`config.mk`:
```
export PLATFORM = sky130hd
export DESIGN_NAME = sata_fis_router
export DESIGN_NICKNAME = d
export VERILOG_FILES = /design/src/rtl/sata_fis_pkg.sv /design/src/rtl/sata_fis_reg_slice.sv /design/src/rtl/sata_fis_router.sv
export SDC_FILE = /design/constraint.sdc
export NUM_CORES = 1
export LEC_CHECK = 0
export ABC_AREA = 1
export BUFFER_PORTS_ARGS = -buffer_cell sky130_fd_sc_hd__clkbuf_2
export CAP_MARGIN = 5
export CORE_ASPECT_RATIO = 0.8
export CORE_MARGIN = 2
export CORE_UTILIZATION = 35
export CTS_CLUSTER_SIZE = 20
export DETAILED_ROUTE_END_ITERATION = 8
export HOLD_SLACK_MARGIN = 0.02
export SYNTH_ARGS = -nofsm -noshare
export SYNTH_HDL_FRONTEND = slang
export SYNTH_SLANG_ARGS = --single-unit
```
`constraint.sdc`:
```
create_clock -name clk -period 2.05 [get_ports clk]
set_clock_uncertainty 0.2 [all_clocks]
set_input_delay 0.205 -clock clk [delete_from_list [all_inputs] [get_ports clk]]
set_output_delay 0.205 -clock clk [all_outputs]
set_load 0.05 [all_outputs]
```
`src/rtl/sata_fis_pkg.sv`:
```
// Shared FIS type codes, router state encoding and type-classification helper
// for the SATA receive-side FIS router.
package sata_fis_pkg;

    localparam logic [7:0] FIS_H2D_REG   = 8'h27;
    localparam logic [7:0] FIS_D2H_REG   = 8'h34;
    localparam logic [7:0] FIS_DMA_ACT   = 8'h39;
    localparam logic [7:0] FIS_DMA_SETUP = 8'h41;
    localparam logic [7:0] FIS_DATA      = 8'h46;
    localparam logic [7:0] FIS_BIST      = 8'h58;
    localparam logic [7:0] FIS_PIO_SETUP = 8'h5F;
    localparam logic [7:0] FIS_SDB       = 8'hA1;

    typedef enum logic [1:0] {
        ST_SOP,
        ST_FWD1,
        ST_FWD2,
        ST_DROP
    } router_state_t;

    typedef enum logic [1:0] {
        RT_DROP,
        RT_PORT1,
        RT_PORT2
    } route_t;

    function automatic logic fis_type_known(input logic [7:0] fis_type);
        case (fis_type)
            FIS_H2D_REG, FIS_D2H_REG, FIS_DMA_ACT, FIS_DMA_SETUP,
            FIS_DATA, FIS_BIST, FIS_PIO_SETUP, FIS_SDB: return 1'b1;
            default:                                    return 1'b0;
        endcase
    endfunction

endpackage

```
`src/rtl/sata_fis_reg_slice.sv`:
```
// One-entry register slice: one cycle of latency, full throughput because the
// entry can be refilled in the same cycle it is consumed.
module sata_fis_reg_slice #(
    parameter int DATA_W = 32
) (
    input  logic              clk,
    input  logic              reset,
    input  logic [DATA_W-1:0] in_dat,
    input  logic              in_val,
    input  logic              in_eop,
    output logic              in_rdy,
    output logic [DATA_W-1:0] out_dat,
    output logic              out_val,
    output logic              out_eop,
    input  logic              out_rdy
);

    logic [DATA_W-1:0] dat_p1;
    logic              eop_p1;
    logic              vld_p1;

    assign in_rdy = ~vld_p1 | out_rdy;

    // stage p1: held entry, only replaced on a load so it stays stable under stall
    always_ff @(posedge clk) begin
        if (reset) begin
            vld_p1 <= 1'b0;
            dat_p1 <= '0;
            eop_p1 <= 1'b0;
        end else if (in_val && in_rdy) begin
            vld_p1 <= 1'b1;
            dat_p1 <= in_dat;
            eop_p1 <= in_eop;
        end else if (out_rdy) begin
            vld_p1 <= 1'b0;
        end
    end

    assign out_dat = dat_p1;
    assign out_val = vld_p1;
    assign out_eop = eop_p1;

endmodule

```
`src/rtl/sata_fis_router.sv`:
```
// Splits the received FIS stream: Data FIS frames to output 2, other known FIS
// types to output 1, unknown types swallowed and counted.
module sata_fis_router
    import sata_fis_pkg::*;
#(
    parameter logic [7:0] DATA_FIS_TYPE = FIS_DATA,
    parameter int         CNT_WIDTH     = 16
) (
    input  logic                 clk,
    input  logic                 reset,
    input  logic [31:0]          i_dat,
    input  logic                 i_val,
    input  logic                 i_eop,
    output logic                 i_rdy,
    output logic [31:0]          o1_dat,
    output logic                 o1_val,
    output logic                 o1_eop,
    input  logic                 o1_rdy,
    output logic [31:0]          o2_dat,
    output logic                 o2_val,
    output logic                 o2_eop,
    input  logic                 o2_rdy,
    output logic                 drop_pulse,
    output logic [CNT_WIDTH-1:0] drop_cnt
);

    router_state_t state_p0, state_nxt;
    route_t        route;
    logic          accept;
    logic          s1_val, s1_rdy;
    logic          s2_val, s2_rdy;

    // Mid-frame the target comes from the latched state; only SOP decodes i_dat.
    always_comb begin
        route = RT_DROP;
        case (state_p0)
            ST_FWD1: route = RT_PORT1;
            ST_FWD2: route = RT_PORT2;
            ST_DROP: route = RT_DROP;
            default: begin
                if (i_dat[7:0] == DATA_FIS_TYPE)
                    route = RT_PORT2;
                else if (fis_type_known(i_dat[7:0]))
                    route = RT_PORT1;
                else
                    route = RT_DROP;
            end
        endcase
    end

    always_comb begin
        case (route)
            RT_PORT1: i_rdy = s1_rdy;
            RT_PORT2: i_rdy = s2_rdy;
            default:  i_rdy = 1'b1;
        endcase
    end

    assign accept     = i_val & i_rdy;
    assign s1_val     = i_val & (route == RT_PORT1);
    assign s2_val     = i_val & (route == RT_PORT2);
    assign drop_pulse = accept & (state_p0 == ST_SOP) & (route == RT_DROP) & ~reset;

    always_comb begin
        state_nxt = state_p0;
        if (accept) begin
            case (state_p0)
                ST_SOP: begin
                    if (!i_eop) begin
                        case (route)
                            RT_PORT1: state_nxt = ST_FWD1;
                            RT_PORT2: state_nxt = ST_FWD2;
                            default:  state_nxt = ST_DROP;
                        endcase
                    end
                end
                default: begin
                    if (i_eop)
                        state_nxt = ST_SOP;
                end
            endcase
        end
    end

    // stage p0: frame state and drop counter
    always_ff @(posedge clk) begin
        if (reset) begin
            state_p0 <= ST_SOP;
            drop_cnt <= '0;
        end else begin
            state_p0 <= state_nxt;
            if (drop_pulse && (drop_cnt != {CNT_WIDTH{1'b1}}))
                drop_cnt <= drop_cnt + {{(CNT_WIDTH-1){1'b0}}, 1'b1};
        end
    end

    sata_fis_reg_slice #(.DATA_W(32)) u_slice1 (
        .clk     (clk),
        .reset   (reset),
        .in_dat  (i_dat),
        .in_val  (s1_val),
        .in_eop  (i_eop),
        .in_rdy  (s1_rdy),
        .out_dat (o1_dat),
        .out_val (o1_val),
        .out_eop (o1_eop),
        .out_rdy (o1_rdy)
    );

    sata_fis_reg_slice #(.DATA_W(32)) u_slice2 (
        .clk     (clk),
        .reset   (reset),
        .in_dat  (i_dat),
        .in_val  (s2_val),
        .in_eop  (i_eop),
        .in_rdy  (s2_rdy),
        .out_dat (o2_dat),
        .out_val (o2_val),
        .out_eop (o2_eop),
        .out_rdy (o2_rdy)
    );

endmodule

```
Word-level counts from Yosys, hierarchy flattened
Cells that the tools add are included.
Widths: inputs -> output; s select.

word-level totals
  flip-flop bits (word level) = 86
  bits of input ports = 38
  output and inout port bits = 86
  word-level logic and storage cells = 61

cells by class
  add/sub/neg operators = 1
  equality and inequality tests = 15
  muxes and demuxes = 15
  bitwise gates (word level) = 11
  reductions and logical operators = 11

operator list
  operator               count
  $eq 8x7->1 const B     4
  $eq 8x6->1 const B     3
  $add 16x1->16 const B  1
  $ne 16x16->1 const B   1
  $eq 8x8->1 const B     1
  $mux 1                 8
  $mux 2                 4
  $reduce_or 8->1        1
  $and 1x1->1            6
  $eq 2x2->1 const B     3
  $pmux 2 s3             1
  $reduce_bool 2->1      3
  $eq 2x1->1 const B     2
  $logic_not 2->1        2
  $pmux 2 s2             1
  $logic_and 1x1->1      3
  $not 1->1              3
  $reduce_and 3->1       1
  $reduce_or 3->1        1
  $ne 2x2->1 const B     1
  $or 1x1->1             2
  $pmux 1 s2             1

Longest topological paths before layout
Gate-level depths: netlist (run 1).

  depth in word-level cells = 15
  gate-level depth with buffers = 18

By module
Synthesis (run 1) repeated with hierarchy kept, for this count alone.

second synthesis, totals
  cells, all modules = 663
  area total of the unflattened synthesis = 4372.9 um2

modules (own cells, without submodules)
  module              times used  cells an instance  area an instance (um2)  sequential area each (um2)
  sata_fis_reg_slice  2           221                1515.2                  680.7
  sata_fis_router     1           221                1342.5                  360.3

Least setup slack after synthesis (run 1)
OpenSTA, ideal clock, no wires.

  kind = input to output
  start point = input port i_dat[2]
  end point = output port drop_pulse
  arrival time = 2.474 ns
  slack = -0.829 ns
  stages on the path = 15
  buffers on the path = 1
  cells stage by stage = inv_1 nor2_1 nand3_1 nand2_1 nand2_1 nand2_1 nand2_1 nand2_1 o21ai_0 ha_1 inv_1 nand3_1 nand3_4 buf_2 inv_1

on the way
  word-level cells in the longest chain between the ends = 14
  elaborated cells on any way between the ends = 23

RTL lines
  element                                   RTL line                                   RTL
  start, declared                           sata_fis_router.sv:11                      input logic [31:0] i_dat,
  $eq 8x7->1 (tied with other cells)        sata_fis_pkg.sv:28, sata_fis_router.sv:41
  $reduce_or 8->1                           sata_fis_pkg.sv:28                         case (fis_type)
  $mux 1                                    sata_fis_pkg.sv:28
  $mux 1                                    sata_fis_router.sv:41                      if (i_dat[7:0] == DATA_FIS_TYPE)
  $mux 1                                    sata_fis_router.sv:36                      case (state_p0)
  $mux 1                                    sata_fis_router.sv:43                      else if (fis_type_known(i_dat[7:0]))
  $mux 2 *                                  sata_fis_router.sv:41
  $pmux 2 s3 *                              sata_fis_router.sv:36
  $eq 2x2->1 or $eq 2x1->1 (tied branches)  sata_fis_router.sv:52                      case (route)
  $pmux 1 s2 *                              sata_fis_router.sv:52
  named net i_rdy                           sata_fis_router.sv:14                      output logic i_rdy,
  $and 1x1->1 *                             sata_fis_router.sv:59                      assign accept = i_val & i_rdy;
  $and 1x1->1 * (3 in a row)                sata_fis_router.sv:62                      assign drop_pulse = accept & (state_p0 == ST_SOP) & (route == RT_DROP) & ~reset;
  end, declared                             sata_fis_router.sv:23                      output logic drop_pulse,

The timed path passes the listed nets; every way through them passes the cells marked *. The select of a mux whose other input is x is not followed.

Worst setup path in the final report (run 1)
  start point = input port i_dat[7]
  end point = output port drop_pulse

on the way
  word-level cells in the longest chain between the ends = 14
  elaborated cells on any way between the ends = 23

RTL lines
  element                                   RTL line
  $eq 8x7->1 (tied with other cells)        sata_fis_pkg.sv:28, sata_fis_router.sv:41
  $reduce_or 8->1                           sata_fis_pkg.sv:28
  $mux 1                                    sata_fis_pkg.sv:28
  $mux 1                                    sata_fis_router.sv:41
  $mux 1                                    sata_fis_router.sv:36
  $mux 1                                    sata_fis_router.sv:43
  $mux 2 *                                  sata_fis_router.sv:41
  $pmux 2 s3 *                              sata_fis_router.sv:36
  $eq 2x2->1 or $eq 2x1->1 (tied branches)  sata_fis_router.sv:52
  $pmux 1 s2                                sata_fis_router.sv:52
  $and 1x1->1                               sata_fis_router.sv:59
  $and 1x1->1                               sata_fis_router.sv:62
  $and 1x1->1 * (2 in a row)                sata_fis_router.sv:62

Mark *: on every way between the ends. The rest lies on a longest branch, timed or not. The select of a mux whose other input is x is not followed.

==> metrics.md, run 1 <==
| Metric | Value |
|---|---|
| Status | `complete, but fails checks` |
| Failing checks | `setup timing` |
| Post-synth top cells | `nor2_1, dfxtp_1, o21ai_0, nand2_1, inv_1` |
| EDFF count, synth | `0` |
| Per-cell routed wire length | `13.4 um` |
| CTS tree | `built` |
| Vias per std cell | `4.80` |
| Final critical-path share of the clock period | `1.07` |
| Final Slew Violations | `0` |
| Total of max-cap violations | `0` |
| Synth Instances | `503` |
| Clock power share | `0.251` |
| CTS H-tree lvls | `3` |
| Most used DFF post-synth | `dfxtp_1` |
| Clock root cell | `clkbuf_16` |
| 1st-pass router iterations | `4` |
| Die ar. | `11700 sq um` |
| CP Data Required Time | `1.64 ns` |
| Die height | `97.0 um` |
| CP Capture Type | `output pin` |
| Initial drt markers | `221` |
| Synthesized cell area | `3780 sq um` |
| Total Neg Setup Slack | `-0.248 ns` |
| Routing usage on met1 | `0.257` |
| Number of core rows | `33` |
| Pwr Total | `6.82 mW` |
| Top Usage Layer GRT | `met2` |
| # IOs | `124` |
| Largest net degree at the start of global routing | `71` |
| Synth cell types | `28` |
| Final hold vios | `0` |
| Net Count, Synth | `546` |
| Ant. Diodes | `0` |
| Gp weighted congestion | `0.865` |
| Endpoints failing setup | `4` |
| First-pass GRT wire length | `18.2 mm` |
| Critical path type | `input pin to output pin` |
| Setup ws final | `-0.143 ns` |
| Sw Share | `0.425` |
| Startpoint Class | `input pin` |
| DRC viols | `0` |
| Sequential Power Share | `0.322` |
| Total grt overflow | `0` |
| Power per cell area | `1190 nW/um^2` |
| DP Cell Count | `782` |
| Top cells by area, synth | `dfxtp_1, nor2_1, o21ai_0` |
| Vias in the first global route | `3797` |
| CTS Buf Count | `9` |
| Die width | `120 um` |
| Crit path max fanout | `4` |
| CTS sink cnt | `86` |
| Pleak | `2.52 nW` |
| Hold Slack | `0.0460 ns` |
| Buffers on Ports | `123` |
| Final #Nets | `732` |
| Core ar. | `10400 sq um` |
| Worst-Margin Slew | `0.585 ns` |
| Total track usage | `0.194` |
| Met2 global-route usage | `0.306` |
| Relative slew slack | `0.610` |
| Top-area cell type share of the netlist area | `0.455` |
| Starting Density | `0.365` |
| Clk_lat worst skew | `0.34 ns` |
| Count leader, synth | `nor2_1` |
| Pre-CTS WS | `-0.416 ns` |
| CTS max path bufs | `2` |
| Detailed Place HPWL | `7.75 mm` |
| Peak VDD IR | `0.559 mV` |
| Internal Pwr Total | `3.92 mW` |
| Area growth, synth to finish | `52.1%` |
| Antenna Nets Post-Route | `0` |
| Period minus WS final | `2.19 ns` |
| YS warnings | `0` |
| Switch Pwr | `2.90 mW` |
| WP data arrival | `1.79 ns` |
| Yosys top cell by area | `dfxtp_1` |
| Via count | `4004` |
| Met3 Use GR | `0.0454` |
| RSZ-0062 raised after global routing | `yes` |
| Fin cells | `834` |
| Share of cells above drive strength 1 | `0.375` |
| Sequential element share of the synthesized area | `0.455` |
| Clock transition at path regs | `0.06 ns` |
| Synth Register Bits | `86` |
| Comb pwr share | `0.427` |
| FFs w/ async S/R, synth | `0` |
| Fmax | `456 MHz` |
| Total wire length | `11.2 mm` |
| Initial antenna violation count | `0` |
| Syn Area/Cell | `7.51 sq um` |
| Hold Crit Class | `input pin to flop` |
## flip-flops by register name, summed over array words and instances (netlist names)
name,count
u_slice2.out_dat,32
state_p0,2
u_slice1.out_eop,1
u_slice2.out_val,1
u_slice1.out_dat,32
drop_cnt,16
u_slice1.out_val,1
u_slice2.out_eop,1
## cell usage in the layout, fill, tap and decap left out, drive strengths merged
cell         netlist  final
nor2             139    139
clkbuf            11    129
dfxtp             86     86
o21ai             84     84
nand2             60     60
buf               15     57
a21oi             34     34
inv               27     28
dlygate4sd3        0     26
nand3             20     20
nand4             10     10
xor2               6      6
ha                 5      5
nor3               4      4
clkinvlp           0      3
xnor2              2      2
bufinv             0      1
## power groups by stage
stage	combinational (mW)	sequential, mW	clock, mW
6_report	2.91	2.20	1.71
3_3_place_gp	2.64	2.21	0
5_1_grt	3.12	2.24	1.84
4_1_cts	2.83	2.19	1.76
3_5_place_dp	2.68	2.22	0
2_1_floorplan	0.862	3.27	0
## final cells by class
class                           instances  area, sq um
Tap cell                              140          175
Sequential cell                        86         1730
Multi-Input combinational cell        364         1940
Clock inverter                          5         65.1
Timing Repair Buffer                  201         1450
Inverter                               27          135
Fill cell                            1006         4620
Clock buffer                           11          253
## final timing paths
kind	from	cells after the start	to	slack, ns
min	o2_rdy	4	u_slice2.out_val	0.05
max	i_dat[7]	13	drop_pulse	-0.14
max reg2reg	state_p0[1]	11	drop_cnt[1]	-0.04
min reg2reg	u_slice2.out_dat[3]	2	u_slice2.out_dat[3]	0.28
## cells by family (layout without fill, tap and decap cells)
kind of cell             Yosys count  count (layout)  share of synthesized area
adder cells (fa/ha/maj)            5               5                     0.0166
AO/OA/AOI/OAI                    118             118                      0.166
flip-flops                        86              86                      0.455
buffers and inverters             53             244                     0.0642
XOR/XNOR                           8               8                     0.0185
AND/OR/NAND/NOR                  233             233                      0.279
## per-stage QoR
step / area, sq um / util
finish: 5750 / 0.555
global route: 5750 / 0.555
CTS: 5610 / 0.542
detailed placement: 4860 / 0.469
global placement: 4860 / 0.469
floorplan: 3840 / -
## metal layers
layer,share of wire,wire length (um)
met1,0.46,5090
met2,0.46,5130
met3,0.060,668
met4,0.024,272
met5,0,0
## timing repair
action                                 in CTS  in global routing
pin swaps                                  10                  9
hold buffers                               25                  1
endpoints found under the hold margin      49                  1
gates resized for setup                    25                 35
buffers inserted                            6                  4
setup endpoints to repair                  18                 35
## worst max-delay path, stage by stage
cell	delay [ns]
buf_2	0.14
inv_4	0.08
nand3_2	0.09
inv_2	0.06
nand4_1	0.15
a21oi_4	0.24
inv_2	0.09
ha_4	0.17
nand2_2	0.08
nand3_4	0.09
nand3_4	0.10
clkinvlp_4	0.11
clkbuf_16	0.18
No activity file was read; power rests on OpenSTA's default activity.
==> inputs of run 2 (changes only) <==
--- a/config.mk
+++ b/config.mk
@@ -6,14 +6,15 @@
 export NUM_CORES = 1
 export LEC_CHECK = 0
 export ABC_AREA = 1
-export BUFFER_PORTS_ARGS = -buffer_cell sky130_fd_sc_hd__clkbuf_2
+export BUFFER_PORTS_ARGS = -buffer_cell sky130_fd_sc_hd__buf_2
 export CAP_MARGIN = 5
 export CORE_ASPECT_RATIO = 0.8
 export CORE_MARGIN = 2
-export CORE_UTILIZATION = 35
+export CORE_UTILIZATION = 45
 export CTS_CLUSTER_SIZE = 20
 export DETAILED_ROUTE_END_ITERATION = 8
 export HOLD_SLACK_MARGIN = 0.02
+export PLACE_DENSITY = 0.75
 export SYNTH_ARGS = -nofsm -noshare
 export SYNTH_HDL_FRONTEND = slang
 export SYNTH_SLANG_ARGS = --single-unit
==> run 2 against run 1 <==
- register-to-register slack got worse by 0.05 ns
- sequential share of layout area rose by 0.85 points
- clock power fell by 24%
- global-route usage rose by 4.4 points
- hold slack got worse by 0.035 ns
- the run still ends with setup timing left
- non-clock buffer count fell by 6
- cell area fell by 2.8%
- setup slack improved by 0.0071 ns
- critical path depth fell by 4
- utilization rose by 14 points
- via count rose by 2.4%
- sequential cell count did not move
==> metrics.md, run 2 (synthesized netlist as in run 1, its figures left out) <==
| Metric | Value |
|---|---|
| Internal Pwr Total | `3.46 mW (-12%)` |
| Clock transition at path regs | `0.10 ns (+0.04 ns)` |
| Period minus WS final | `2.19 ns (-0.00709 ns)` |
| CTS max path bufs | `2 (unchanged)` |
| WP data arrival | `1.78 ns (about the same)` |
| CTS Buf Count | `9 (unchanged)` |
| # IOs | `124 (unchanged)` |
| Startpoint Class | `flop` |
| Peak VDD IR | `0.657 mV (+17%)` |
| Reg-to-Reg Start | `state_p0[1]` |
| Share of cells above drive strength 1 | `0.379 (+0.00472)` |
| Final hold vios | `0 (unchanged)` |
| Setup ws final | `-0.135 ns (+0.00709 ns)` |
| Clk_lat worst skew | `0.37 ns (+0.03 ns)` |
| Final critical-path share of the clock period | `1.07 (-0.00346)` |
| Per-cell routed wire length | `14.6 um (+9.4%)` |
| Fmax | `458 MHz (+0.32%)` |
| Relative slew slack | `0.615 (+0.00486)` |
| First-pass GRT wire length | `17.5 mm (-3.9%)` |
| Sequential Power Share | `0.342 (+0.020)` |
| Total grt overflow | `0 (unchanged)` |
| Total of max-cap violations | `0 (unchanged)` |
| Initial antenna violation count | `0 (unchanged)` |
| CP Data Required Time | `1.64 ns (about the same)` |
| Clock power share | `0.203 (-0.048)` |
| Ant. Diodes | `0 (unchanged)` |
| Buffers on Ports | `123 (unchanged)` |
| Core Util, Final | `0.694 (+0.139)` |
| Finished Cell Area | `5590 sq um (-2.8%)` |
| Final #Nets | `726 (-0.82%)` |
| Area growth, synth to finish | `47.9%` |
| CP Capture Type | `output pin` |
| Commonest non-fill, non-tap cells in the layout | `nor2_1, buf_2, dfxtp_1, o21ai_0, nand2_1` |
| Total track usage | `0.238 (+0.0438)` |
| 1st-pass router iterations | `5 (+1)` |
| CTS tree | `built` |
| DP Cell Count | `742 (-5.1%)` |
| Initial drt markers | `287 (+30%)` |
| DRC viols | `0 (unchanged)` |
| CTS H-tree lvls | `3 (unchanged)` |
| RSZ-0062 raised after global routing | `yes` |
| Hold Crit Class | `input pin to flop` |
| Worst-Margin Slew | `0.577 ns (-0.00729 ns)` |
| Pre-CTS WS | `-0.362 ns (+0.0541 ns)` |
| Total wire length | `11.7 mm (+4.4%)` |
| Sw Share | `0.458 (+0.0330)` |
| Critical path type | `flop to output pin` |
| Final Slew Violations | `0 (unchanged)` |
| Post-place instance area | `4730 sq um (-2.6%)` |
| Die height | `86.0 um (-11%)` |
| Fin cells | `796 (-4.6%)` |
| Hold Slack | `0.0111 ns (-0.0349 ns)` |
| Core ar. | `8060 sq um (-22%)` |
| Worst hold start | `i_dat[0]` |
| Vias in the first global route | `3746 (-1.3%)` |
| Die width | `106 um (-11%)` |
| Comb pwr share | `0.455 (+0.028)` |
| Antenna Nets Post-Route | `0 (unchanged)` |
| Switch Pwr | `2.93 mW (+0.85%)` |
| Failing checks | `setup timing` |
| Detailed Place HPWL | `7.32 mm (-5.5%)` |
| Power per cell area | `1140 nW/um^2 (-3.7%)` |
| Largest net degree at the start of global routing | `71 (unchanged)` |
| Starting Density | `0.469 (+0.105)` |
| Pleak | `2.53 nW (+0.28%)` |
| Status | `complete, but fails checks` |
| Die ar. | `9150 sq um (-21%)` |
| Gp weighted congestion | `0.987 (+14%)` |
| Commonest non-fill, non-tap cell in the layout | `nor2_1` |
| CTS sink cnt | `86 (unchanged)` |
| Crit path max fanout | `4 (unchanged)` |
| Number of core rows | `29 (-12%)` |
| Critical path origin | `state_p0[1]` |
| Endpoints failing setup | `18 (+14)` |
| Via count | `4101 (+2.4%)` |
| Clock root cell | `clkbuf_8` |
| Vias per std cell | `5.15 (+7.3%)` |
-- run 2: power by group through the flow --
stage,Sequential [mW],Combinational (mW),Clock (mW)
finish,2.18,2.90,1.30
global route,2.22,3.06,1.38
CTS,2.18,2.75,1.31
detailed placement,2.21,2.58,0
global placement,2.20,2.53,0
floorplan,3.27,0.862,0
-- run 2: final timing paths --
kind	endpoint	slack, ns	depth (start not counted)
setup / recovery	drop_pulse	-0.14	9
hold / removal	u_slice2.out_dat[0]	0.01	4
setup reg to reg	drop_cnt[6]	-0.09	14
hold reg to reg	u_slice2.out_dat[26]	0.28	2
-- run 2: repair_timing --
| item | 4_1_cts | 5_1_grt |
|---|---|---|
| setup endpoints to repair | 18 | 36 |
| endpoints found under the hold margin | 51 | 6 |
| setup buffers | 6 | 2 |
| hold buffers | 26 | 4 |
| resized for setup | 23 | 62 |
| pin swaps | 8 | 18 |
-- run 2: per-layer routing --
layer  routed length, um  GRT usage
met1                5010      0.287
met2                5610      0.418
met3                 798     0.0570
met4                 243     0.0826
met5                   0          0
-- run 2: cell type report --
cell class                      instances  area (sq um)
Clock inverter                          6          80.1
Fill cell                             642          2470
Multi-Input combinational cell        364          2020
Tap cell                              108           135
Timing Repair Buffer                  195          1360
Inverter                               27           133
Sequential cell                        86          1730
Clock buffer                           10           138
-- run 2: critical path: stages (launching register included) --
cell        delay (ns)
dfxtp_2           0.35
inv_2             0.07
a21oi_4           0.19
buf_6             0.14
ha_4              0.21
inv_4             0.05
nand3_4           0.07
nand3_4           0.08
clkinvlp_4        0.10
buf_8             0.15
-- run 2: metrics by stage --
stage | power (mW) | setup TNS, ns
after global routing | 6.67 | -2.75
after floorplan | 4.14 | -1.00
after global placement | 4.73 | -10.11
after detailed placement | 4.79 | -16.24
after CTS | 6.24 | -0.174
final | 6.38 | -1.36
==> inputs of run 3 (changes only) <==
--- a/config.mk
+++ b/config.mk
@@ -9,7 +9,6 @@
 export BUFFER_PORTS_ARGS = -buffer_cell sky130_fd_sc_hd__buf_2
 export CAP_MARGIN = 5
 export CORE_ASPECT_RATIO = 0.8
-export CORE_MARGIN = 2
 export CORE_UTILIZATION = 45
 export CTS_CLUSTER_SIZE = 20
 export DETAILED_ROUTE_END_ITERATION = 8
==> run 3 against run 2 <==
- the run still ends with setup timing left
- largest cell class unchanged
- global-route usage grew 0.89 points
- power shrank 1.3%
- routed wire length shrank 4.8%
- utilization grew 0.28 points
- hold slack gained 0.020 ns
- highest routed layer unchanged
==> metrics.md, run 3 (synthesized netlist as in run 1, its figures left out) <==
| Metric | Value |
|---|---|
| Final #Nets | `739 (+1.8%)` |
| Die ar. | `8770 sq um (-4.2%)` |
| CP max stage cell | `dfxtp_2` |
| Core ar. | `8020 sq um (-0.45%)` |
| Starting Density | `0.471 (+0.00212)` |
| Commonest non-fill, non-tap cells in the layout | `nor2_1, buf_2, dfxtp_1, o21ai_0, buf_4` |
| CP most frequent cell | `nand3_4` |
| Sequential Power Share | `0.347 (+0.005)` |
| # IOs | `124 (unchanged)` |
| Peak per-stage delay on the critical path | `0.36 ns (about the same)` |
| CTS max path bufs | `2 (unchanged)` |
| Buffers on Ports | `123 (unchanged)` |
| Hold Crit Class | `input pin to flop` |
| CP Capture Type | `output pin` |
| Finished Cell Area | `5590 sq um (about the same)` |
| Hold Crit Depth | `4 (unchanged)` |
| First-pass GRT wire length | `17.6 mm (+0.83%)` |
| Area growth, synth to finish | `47.8% (about the same)` |
| WP data arrival | `1.77 ns (about the same)` |
| Failing checks | `setup timing` |
| 1st-pass router iterations | `4 (-1)` |
| Share of cells above drive strength 1 | `0.369 (-0.00989)` |
| Total grt overflow | `0 (unchanged)` |
| Gp weighted congestion | `0.860 (-13%)` |
| Worst-Margin Slew | `0.569 ns (-0.00862 ns)` |
| Clock power share | `0.187 (-0.016)` |
| Setup ws final | `-0.129 ns (+0.00613 ns)` |
| Via count | `4092 (-0.22%)` |
| Initial drt markers | `203 (-29%)` |
| Endpoints failing setup | `3 (-15)` |
| Comb pwr share | `0.466 (+0.011)` |
| Vias per std cell | `5.06 (-1.8%)` |
| RSZ-0062 raised after global routing | `yes` |
| Pre-CTS WS | `-0.372 ns (-0.00989 ns)` |
| Total of max-cap violations | `0 (unchanged)` |
| DRC viols | `0 (unchanged)` |
| Power per cell area | `1130 nW/um^2 (-1.2%)` |
| Final Slew Violations | `0 (unchanged)` |
| Total track usage | `0.247 (+0.00888)` |
| Pleak | `2.55 nW (+0.71%)` |
| Switch Pwr | `2.91 mW (-0.39%)` |
| Sequence of cells on the critical path | `inv_4, a21oi_4, buf_6, ha_4, inv_2, nand3_4, nand3_4, clkinvlp_4, buf_8` |
| Peak VDD IR | `0.582 mV (-11%)` |
| CP Data Required Time | `1.64 ns (about the same)` |
| Fmax | `459 MHz (+0.28%)` |
| Commonest non-fill, non-tap cell in the layout | `nor2_1` |
| Pwr Total | `6.30 mW (-1.3%)` |
| Antenna Nets Post-Route | `0 (unchanged)` |
| CTS tree | `built` |
| CTS H-tree lvls | `3 (unchanged)` |
| Final hold vios | `0 (unchanged)` |
| Clock root cell | `clkbuf_8` |
| Vias in the first global route | `3764 (+0.48%)` |
| Final critical-path share of the clock period | `1.06 (-0.00299)` |
| Number of core rows | `29 (unchanged)` |
| Per-cell routed wire length | `13.7 um (-6.4%)` |
| Clock transition at path regs | `0.10 ns (about the same)` |
| Internal Pwr Total | `3.39 mW (-2.1%)` |
| Sw Share | `0.462 (+0.00419)` |
| Status | `complete, but fails checks` |
| Startpoint Class | `flop` |
| Cells on worst reg2reg path | `12 (-2)` |
| Die width | `104 um (-1.9%)` |
| Total Neg Setup Slack | `-0.233 ns (+1.13 ns)` |
| Detailed Place HPWL | `7.30 mm (-0.36%)` |
| Critical path type | `flop to output pin` |
| Clk_lat worst skew | `0.36 ns (about the same)` |
| Total wire length | `11.1 mm (-4.8%)` |
| Relative slew slack | `0.621 (+0.00575)` |
| Crit path max fanout | `4 (unchanged)` |
| Ant. Diodes | `0 (unchanged)` |
| CTS Buf Count | `9 (unchanged)` |
| Period minus WS final | `2.18 ns (-0.00613 ns)` |
| Initial antenna violation count | `0 (unchanged)` |
| Die height | `84.0 um (-2.3%)` |
| Largest net degree at the start of global routing | `71 (unchanged)` |
| Post-place instance area | `4840 sq um (+2.2%)` |
| CTS sink cnt | `86 (unchanged)` |
## run 3: cell count changes in the layout (fill, tap and decap cells not counted), sizes merged
cell	before	now
bufinv	1	0
clkinv	3	4
buf	165	177
inv	27	28
## run 3: per-layer routing
metal | track usage | routed length [um] | up-vias
li1 | - | - | 2036
met1 | 0.317 | 4960 | 1926
met2 | 0.422 | 5390 | 118
met3 | 0.0546 | 636 | 12
met4 | 0.0558 | 106 | 0
met5 | 0 | 0 | -
## run 3: power by group through the flow
stage               combinational [mW]  sequential, mW  clock (mW)
CTS                               2.86            2.18        1.21
detailed placement                2.67            2.21           0
floorplan                        0.862            3.27           0
global route                      3.12            2.22        1.28
finish                            2.93            2.19        1.18
global placement                  2.63            2.19           0
## run 3: final timing paths
| path | from | to | slack, ns |
|---|---|---|---|
| max | state_p0[1] | drop_pulse | -0.13 |
| min | i_dat[4] | u_slice2.out_dat[4] | 0.03 |
| max reg2reg | state_p0[1] | drop_cnt[12] | -0.01 |
| min reg2reg | u_slice1.out_dat[9] | u_slice1.out_dat[9] | 0.28 |
## run 3: stage by stage
| stage | hold WS, ns | cells | util |
|---|---|---|---|
| 2_1_floorplan | 0.139 | 503 | - |
| 4_1_cts | 0.0205 | 801 | 0.683 |
| 5_1_grt | 0.0319 | 809 | 0.697 |
| 6_report | 0.0310 | 809 | 0.697 |
| 3_5_place_dp | 0.267 | 751 | 0.603 |
| 3_3_place_gp | 0.258 | 751 | 0.603 |
## run 3: final cells by class
class,count,area [sq um]
inverter,27,128
multi-input combinational,364,1920
sequential,86,1730
timing repair buffer,208,1470
fill,669,2430
clock buffer,9,124
tap,108,135
clock inverter,7,80.1
## run 3: what timing repair did
action	CTS	global route
hold buffers	30	0
endpoints found under the hold margin	58	0
endpoints found under the setup margin	10	29
cloned	0	1
gates resized for setup	29	14
setup buffers	4	7
pin swaps	7	6
## run 3: worst max-delay path: cells and delay by family, from the launching register on
kind | cells | cell delay, ns
adder cells (fa/ha/maj) | 1 | 0.19
AND/OR/NAND/NOR | 2 | 0.15
flip-flops | 1 | 0.36
AO/OA/AOI/OAI | 1 | 0.19
buffers and inverters | 5 | 0.49
